==> src/rtl/bcd_if.sv <==
// Handshake bundle between the arithmetic datapath, the BCD converter and the display stage.
// The master drives words in and takes results out; the slave is the converter.
interface bcd_if #(
    parameter int WIDTH  = 8,
    parameter int DIGITS = 3
);
    logic                  in_valid;
    logic                  in_ready;
    logic [WIDTH-1:0]      in_data;
    logic                  in_neg;
    logic                  out_valid;
    logic                  out_ready;
    logic [4*DIGITS-1:0]   out_bcd;
    logic                  out_neg;

    modport master (
        output in_valid, in_data, in_neg, out_ready,
        input  in_ready, out_valid, out_bcd, out_neg
    );

    modport slave (
        input  in_valid, in_data, in_neg, out_ready,
        output in_ready, out_valid, out_bcd, out_neg
    );
endinterface

==> src/rtl/bcd_conv.sv <==
// Sequential binary-to-BCD converter using shift-add-3, one input bit per clock.
// Accepts a magnitude plus sign, presents packed decimal digits on a valid/ready port.
module bcd_conv #(
    parameter int WIDTH  = 8,
    parameter int DIGITS = 3
) (
    input  logic   clk,
    input  logic   rst_n,
    bcd_if.slave   bus,
    output logic   busy
);
    localparam int BW = 4 * DIGITS;
    localparam int CW = $clog2(WIDTH + 1);

    typedef enum logic [1:0] {
        IDLE  = 2'd0,
        SHIFT = 2'd1,
        HOLD  = 2'd2
    } state_t;

    state_t            state_q, state_d;
    logic [WIDTH-1:0]  bin_q, bin_next;
    logic [BW-1:0]     bcd_q, bcd_adj, bcd_next;
    logic [CW-1:0]     cnt_q;
    logic              neg_q;
    logic [BW-1:0]     out_bcd_q;
    logic              out_neg_q;
    logic              load, step, finish;

    // NOTE: sequential state uses non-blocking assignments so every register samples pre-edge values.
    always_ff @(posedge clk or negedge rst_n) begin
        if (!rst_n) state_q <= IDLE;
        else        state_q <= state_d;
    end

    // NOTE: every output of a combinational block gets a default first, otherwise a latch is inferred.
    always_comb begin
        state_d = state_q;
        load    = 1'b0;
        step    = 1'b0;
        finish  = 1'b0;
        case (state_q)
            IDLE: begin
                if (bus.in_valid) begin
                    load    = 1'b1;
                    state_d = SHIFT;
                end
            end
            SHIFT: begin
                step = 1'b1;
                if (cnt_q == CW'(1)) begin
                    finish  = 1'b1;
                    state_d = HOLD;
                end
            end
            HOLD: begin
                if (bus.out_ready) state_d = IDLE;
            end
            default: state_d = IDLE;
        endcase
    end

    // Add-3 correction is applied per digit before the shift; digits never carry into each other.
    always_comb begin
        bcd_adj = bcd_q;
        for (int d = 0; d < DIGITS; d++) begin
            if (bcd_q[4*d +: 4] >= 4'd5) bcd_adj[4*d +: 4] = bcd_q[4*d +: 4] + 4'd3;
        end
        {bcd_next, bin_next} = {bcd_adj, bin_q} << 1;
    end

    always_ff @(posedge clk or negedge rst_n) begin
        if (!rst_n) begin
            bin_q     <= '0;
            bcd_q     <= '0;
            cnt_q     <= '0;
            neg_q     <= 1'b0;
            out_bcd_q <= '0;
            out_neg_q <= 1'b0;
        end else if (load) begin
            bin_q <= bus.in_data;
            neg_q <= bus.in_neg;
            bcd_q <= '0;
            cnt_q <= CW'(WIDTH);
        end else if (step) begin
            bin_q <= bin_next;
            bcd_q <= bcd_next;
            cnt_q <= cnt_q - CW'(1);
            if (finish) begin
                out_bcd_q <= bcd_next;
                out_neg_q <= neg_q;
            end
        end
    end

    assign bus.in_ready  = (state_q == IDLE);
    assign bus.out_valid = (state_q == HOLD);
    assign bus.out_bcd   = out_bcd_q;
    assign bus.out_neg   = out_neg_q;
    assign busy          = (state_q == SHIFT);
endmodule

==> src/flat_wrapper.sv <==
// flat-port wrapper written by rule: the top's interface ports become plain ports
module bcd_conv_flat 
#(
    parameter int WIDTH  = 8,
    parameter int DIGITS = 3
)
  (clk, rst_n, busy, bus_in_valid, bus_in_data, bus_in_neg, bus_out_ready, bus_in_ready, bus_out_valid, bus_out_bcd, bus_out_neg);
  bcd_if #(.WIDTH(WIDTH), .DIGITS(DIGITS)) bus_i ();
  input  logic clk;
  input  logic rst_n;
  output logic busy;
  input wire logic [$bits(bus_i.in_valid)-1:0] bus_in_valid;
  input wire logic [$bits(bus_i.in_data)-1:0] bus_in_data;
  input wire logic [$bits(bus_i.in_neg)-1:0] bus_in_neg;
  input wire logic [$bits(bus_i.out_ready)-1:0] bus_out_ready;
  output wire logic [$bits(bus_i.in_ready)-1:0] bus_in_ready;
  output wire logic [$bits(bus_i.out_valid)-1:0] bus_out_valid;
  output wire logic [$bits(bus_i.out_bcd)-1:0] bus_out_bcd;
  output wire logic [$bits(bus_i.out_neg)-1:0] bus_out_neg;
  assign bus_i.in_valid = bus_in_valid;
  assign bus_i.in_data = bus_in_data;
  assign bus_i.in_neg = bus_in_neg;
  assign bus_i.out_ready = bus_out_ready;
  assign bus_in_ready = bus_i.in_ready;
  assign bus_out_valid = bus_i.out_valid;
  assign bus_out_bcd = bus_i.out_bcd;
  assign bus_out_neg = bus_i.out_neg;
  bcd_conv #(.WIDTH(WIDTH), .DIGITS(DIGITS)) u_core (.clk(clk), .rst_n(rst_n), .bus(bus_i), .busy(busy));
endmodule
==> config.mk <==
export PLATFORM = sky130hd
export DESIGN_NAME = bcd_conv_flat
export DESIGN_NICKNAME = d
export VERILOG_FILES = /design/src/rtl/bcd_if.sv /design/src/rtl/bcd_conv.sv /design/src/flat_wrapper.sv
export SDC_FILE = /design/constraint.sdc
export NUM_CORES = 1
export LEC_CHECK = 0
export ABC_CLOCK_PERIOD_IN_PS = 3400
export BUFFER_PORTS_ARGS = -buffer_cell sky130_fd_sc_hd__buf_2
export CAP_MARGIN = 10
export CORE_MARGIN = 2
export CORE_UTILIZATION = 50
export CTS_BUF_LIST = sky130_fd_sc_hd__clkbuf_2 sky130_fd_sc_hd__clkbuf_4 sky130_fd_sc_hd__clkbuf_8
export CTS_CLUSTER_DIAMETER = 40
export CTS_CLUSTER_SIZE = 14
export DETAILED_ROUTE_END_ITERATION = 10
export GPL_TIMING_DRIVEN = 1
export PLACE_DENSITY = 0.68
export SLEW_MARGIN = 20
export SYNTH_ARGS = -nofsm -noshare
export SYNTH_HDL_FRONTEND = slang
export SYNTH_SLANG_ARGS = --single-unit
==> constraint.sdc <==
create_clock -name clk -period 3.4 [get_ports clk]
set_input_delay 1.02 -clock clk [delete_from_list [all_inputs] [get_ports clk]]
set_output_delay 1.02 -clock clk [all_outputs]
set_load 0.01 [all_outputs]
== After elaboration in Yosys (flattened, before gate mapping) ==
Index checks and enable logic that the tools add are counted.

* Flip-flop bits (word level): 40
* Latch bits: 0
* Memory bits (writable): 0
* ROM bits: 0
* Input bits: 13
* Output and inout port bits: 16
* Word-level logic and storage cells: 43
* Memories kept: 0

* Add/subtract/negate cells: 4
* Multiply operators: 0
* Div/mod/pow operators: 0
* $lt $le $gt $ge: 3
* Equality and inequality tests: 6
* Shifts and indexed selects: 0
* Mux-type cells: 18
* Bitwise logic cells: 1
* Reduce and logical (&&, ||, !) cells: 4

{| class="wikitable"
|+ Operators by type and width
! kind !! count
|-
| $mux 12 || 2
|-
| $mux 4 || 4
|-
| $mux 8 || 2
|-
| $ge 4x3->1 const B || 3
|-
| $add 4x2->4 const B || 2
|-
| $mux 2 || 3
|-
| $pmux 2 s3 || 1
|-
| $reduce_and 3->1 || 2
|-
| $mux 1 || 5
|-
| $eq 4x1->1 const B || 1
|-
| $ne 2x2->1 const B || 2
|-
| $sub 4x1->4 const B || 1
|-
| $add 3x2->3 const B || 1
|-
| $mux 3 || 1
|-
| $eq 2x1->1 const B || 1
|-
| $eq 2x2->1 const B || 1
|-
| $logic_not 2->1 || 1
|-
| $ne 2x1->1 const B || 1
|-
| $reduce_bool 2->1 || 1
|-
| $not 1->1 || 1
|}

== Logic depth before layout (Yosys ltp) ==
* Depth in word-level cells: 4
* Gate-level depth with buffers: 7
* Depth with buffers taken out: 6

== Least setup slack after synthesis ==
OpenSTA, ideal clock, no wires.

* Path type: register to output
* Start: register u_core.state_q[0]
* End: output bus_in_ready
* Arrival time: 919 ps
* Required time: 2380 ps
* Slack: 1461 ps
* Stages on the path, launching flop included: 4
* Path buffers: 2
* Cells stage by stage: dfrtp_1 > buf_4 > buf_2 > nor2_1

* Cells in the longest elaborated chain, start to end: 1

{| class="wikitable"
|+ Ends and longest elaborated chain
! item !! line !! text
|-
| start: declaration || bcd_conv.sv:21 || <nowiki>state_t state_q, state_d;</nowiki>
|-
| start signal: assignment || bcd_conv.sv:33 || <nowiki>else state_q <= state_d;</nowiki>
|-
| $logic_not 2->1 || bcd_conv.sv:96 || <nowiki>assign bus.in_ready = (state_q == IDLE);</nowiki>
|-
| end: declaration || flat_wrapper.sv:16 || <nowiki>output wire logic [$bits(bus_i.in_ready)-1:0] bus_in_ready;</nowiki>
|}

Every way passes these cells.

== Worst setup path after layout ==
* Start: register u_core.state_q[0]
* End: output busy

* Cells in the longest elaborated chain, start to end: 1

{| class="wikitable"
|+ Ends and longest elaborated chain
! item !! line !! text
|-
| $eq 2x1->1 || bcd_conv.sv:100 || <nowiki>assign busy = (state_q == SHIFT);</nowiki>
|-
| end: declaration || flat_wrapper.sv:11 || <nowiki>output logic busy;</nowiki>
|}

Every way passes these cells.

==> metrics.md <==
| Metric | Value |
|---|---|
| Status | `complete, no violations` |
| Gate power share | `42.1%` |
| Clk pwr share | `14.7%` |
| Share of Yosys cell area claimed by the top area cell type | `52.0%` |
| Final setup viols | `0` |
| HPWL Detailed | `2640 microns` |
| CORE AREA | `3690 sq um` |
| Synth warn | `0` |
| Post-Layout Cell Count | `259` |
| Hold-fix buffers at CTS | `0` |
| Power per cell area | `917 nW/um^2` |
| GR Overflow Total | `0` |
| Avg WL per Cell | `14.2 microns` |
| Critical Path RT | `2380 ps` |
| CP arrival | `1620 ps` |
| Slew Limit Fails | `0` |
| Cts bufs inserted | `5` |
| Mapped cell area | `1930 sq um` |
| Maximum clock path buffer count | `2` |
| P&R area growth vs syn | `12.6%` |
| Yosys cell types | `30` |
| Yosys top cell by area | `dfrtp_1` |
| Chip Width | `66.1 microns` |
| Post-synth top flop | `dfrtp_1` |
| Die H | `66.1 microns` |
| DR iter-0 viols | `77` |
| # diodes | `0` |
| Vias post-DR | `1383` |
| Crit path launch type | `flop` |
| M1 WL | `1560 microns` |
| Post-layout minimum cycle time | `2640 ps` |
| H-tree depth | `2` |
| Vias per inst | `5.34` |
| Slew @ Worst Pin | `867 ps` |
| Max Clk Rate | `379 MHz` |
| Worst-Skew Late Latency | `280 ps` |
| Clock transition at path regs | `70 ps` |
| FP Rows | `22` |
| Resize count post-CTS | `0` |
| Leak pwr | `1.01 nW` |
| Clock skew | `2.05 ps` |
| Wire length on met3 | `170 microns` |
| Commonest non-fill, non-tap cells in the layout | `dfrtp_1, buf_2, nand2_1` |
| Drt drc | `0` |
| Vias in the first global route | `1400` |
| ANT nets after route | `0` |
| TritonCTS clock tree | `built` |
| Final GP Congestion | `0.793` |
| Asr flop ratio synth | `100%` |
| Global-route wire length before repair | `6350 microns` |
| Slew headroom | `42.2%` |
| Syn avg cell area | `10.6 sq um` |
| Sequential power share | `43.1%` |
| Top Layer Used | `met4` |
| Switching Share | `38.4%` |
| I/O pins | `29` |
| Design area | `2170 sq um` |
| Area after DPL | `2090 sq um` |
| Mapped Cells | `182` |
| Starting Density | `52.2%` |
| Total Nets Final | `232` |
| CTS root buf | `clkbuf_8` |
| Max VDD drop | `0.374 mV` |
| Internal | `1.22 mW` |
| Crit. End Element | `primary output` |
| Switch Pwr | `0.764 mW` |
| Final Routed Wirelength | `3670 microns` |
| Number of flops mapped to enable cells by yosys | `0` |
| Post-CTS setup buffer count | `0` |
| Crit Path Category | `flop to primary output` |
| Worst Path Max Fanout | `21` |
| RSZ-0062 raised after global routing | `false` |
| Post-synthesis register bit count | `40` |
| Post-Syn Nets | `203` |
| Clock sink count | `40` |
| Pre-Repair DR Iteration Count | `4` |
| PortBufs | `28` |
| Leading cell type in the layout, fill and taps excluded | `dfrtp_1` |
| Final Hold Vio Count | `0` |
| Hold crit path type | `flop to flop` |
| Die ar. | `4360 sq um` |
| Dpl cells | `252` |
| Largest net degree at the start of global routing | `41` |
| Final period utilization | `77.6%` |
| Met2 wire length | `1920 microns` |
| Tot GR Track Use | `19.4%` |
| Part of the Yosys area used for sequential elements | `52.0%` |
| Synth area leaders | `dfrtp_1, nand2_1, ha_1` |
| Setup_tns | `0 ps` |
| Ratio of cells with drive above 1 in the final layout | `27.0%` |
| Maxcap violations | `0` |
| Total Power | `1.99 mW` |
| Initial antenna violation count | `0` |
## critical path, stage by stage, from the launching register on
cell	delay, ps
dfrtp_1	870
nand2_4	180
inv_2	140
buf_2	140
## metrics by stage
stage          setup slack (ps)  util (%)  hold slack [ps]
2_1_floorplan              1460         -              451
3_3_place_gp               1130      56.6              463
3_5_place_dp               1080      56.6              471
4_1_cts                     762      58.8              487
5_1_grt                     669      58.8              518
6_report                    763      58.8              479
## state kept, by name, indices dropped and copies added, names as in the netlist
signal and cells:
u_core.bcd_q 12, u_core.bin_q 8, u_core.bus.out_neg 1, u_core.cnt_q 4, u_core.neg_q 1, u_core.state_q 2
u_core.bus.out_bcd 12
## cells in the mapped netlist (2+ instances only)
cell type	count
ha_1	8
a21oi_1	7
a31o_2	3
mux2_4	3
a21oi_2	3
buf_4	2
nand2_4	2
xnor2_1	3
nand2_1	27
nor2b_1	2
buf_2	4
nand2b_1	3
a22o_1	6
a22oi_1	7
o21ai_0	20
nor2_1	3
o21ai_1	10
inv_2	2
inv_1	8
dfrtp_1	40
nor3b_1	6
mux2_2	5
## worst paths after layout
path | from | end | slack [ps] | cells after the start
worst max register to register | u_core.state_q[0]$_DFFE_PN0P_ | u_core.cnt_q[3]$_DFFE_PN0P_ | 1460 | 4
worst min register to register | u_core.bus.out_bcd[4]$_DFFE_PN0P_ | u_core.bus.out_bcd[4]$_DFFE_PN0P_ | 480 | 2
max in group asynchronous | rst_n | u_core.bin_q[0]$_DFFE_PN0P_ | 2010 | 1
worst min-delay path | u_core.bus.out_bcd[4]$_DFFE_PN0P_ | u_core.bus.out_bcd[4]$_DFFE_PN0P_ | 480 | 2
min in group asynchronous | rst_n | u_core.bus.out_bcd[5]$_DFFE_PN0P_ | 850 | 1
worst max-delay path | u_core.state_q[0]$_DFFE_PN0P_ | busy | 760 | 3
## cell families after synthesis
family / after synthesis / synth area share (%)
AO/OA/AOI/OAI: 59 / 19.0
AND/OR/NAND/NOR: 47 / 12.9
flip-flops: 40 / 52.0
buffers and inverters: 17 / 4.35
multiplexers: 8 / 5.26
adder cells (fa/ha/maj): 8 / 5.20
XOR/XNOR: 3 / 1.36
## power by group through the flow
| stage | clock [mW] | combinational, mW | sequential (mW) |
|---|---|---|---|
| finish | 0.293 | 0.837 | 0.857 |
| global route | 0.329 | 0.951 | 0.891 |
| CTS | 0.303 | 0.851 | 0.857 |
| detailed placement | 0 | 0.849 | 0.865 |
| global placement | 0 | 0.804 | 0.850 |
| floorplan | 0 | 0.628 | 0.840 |
## layer usage
layer | GRT usage, % | vias to the layer above
li1 | - | 690
met1 | 23.4 | 658
met2 | 34.1 | 31
met3 | 5.28 | 4
met4 | 5.36 | 0
met5 | 0 | -
## cell type report
cell class	instances	area [sq um]
Tap cell	48	60.1
Clock inverter	1	5.00
Inverter	10	37.5
Timing Repair Buffer	29	148
Fill cell	328	1520
Clock buffer	6	76.3
Sequential cell	40	1000
Multi-Input combinational cell	125	841
(Power assumes the default switching activity.)
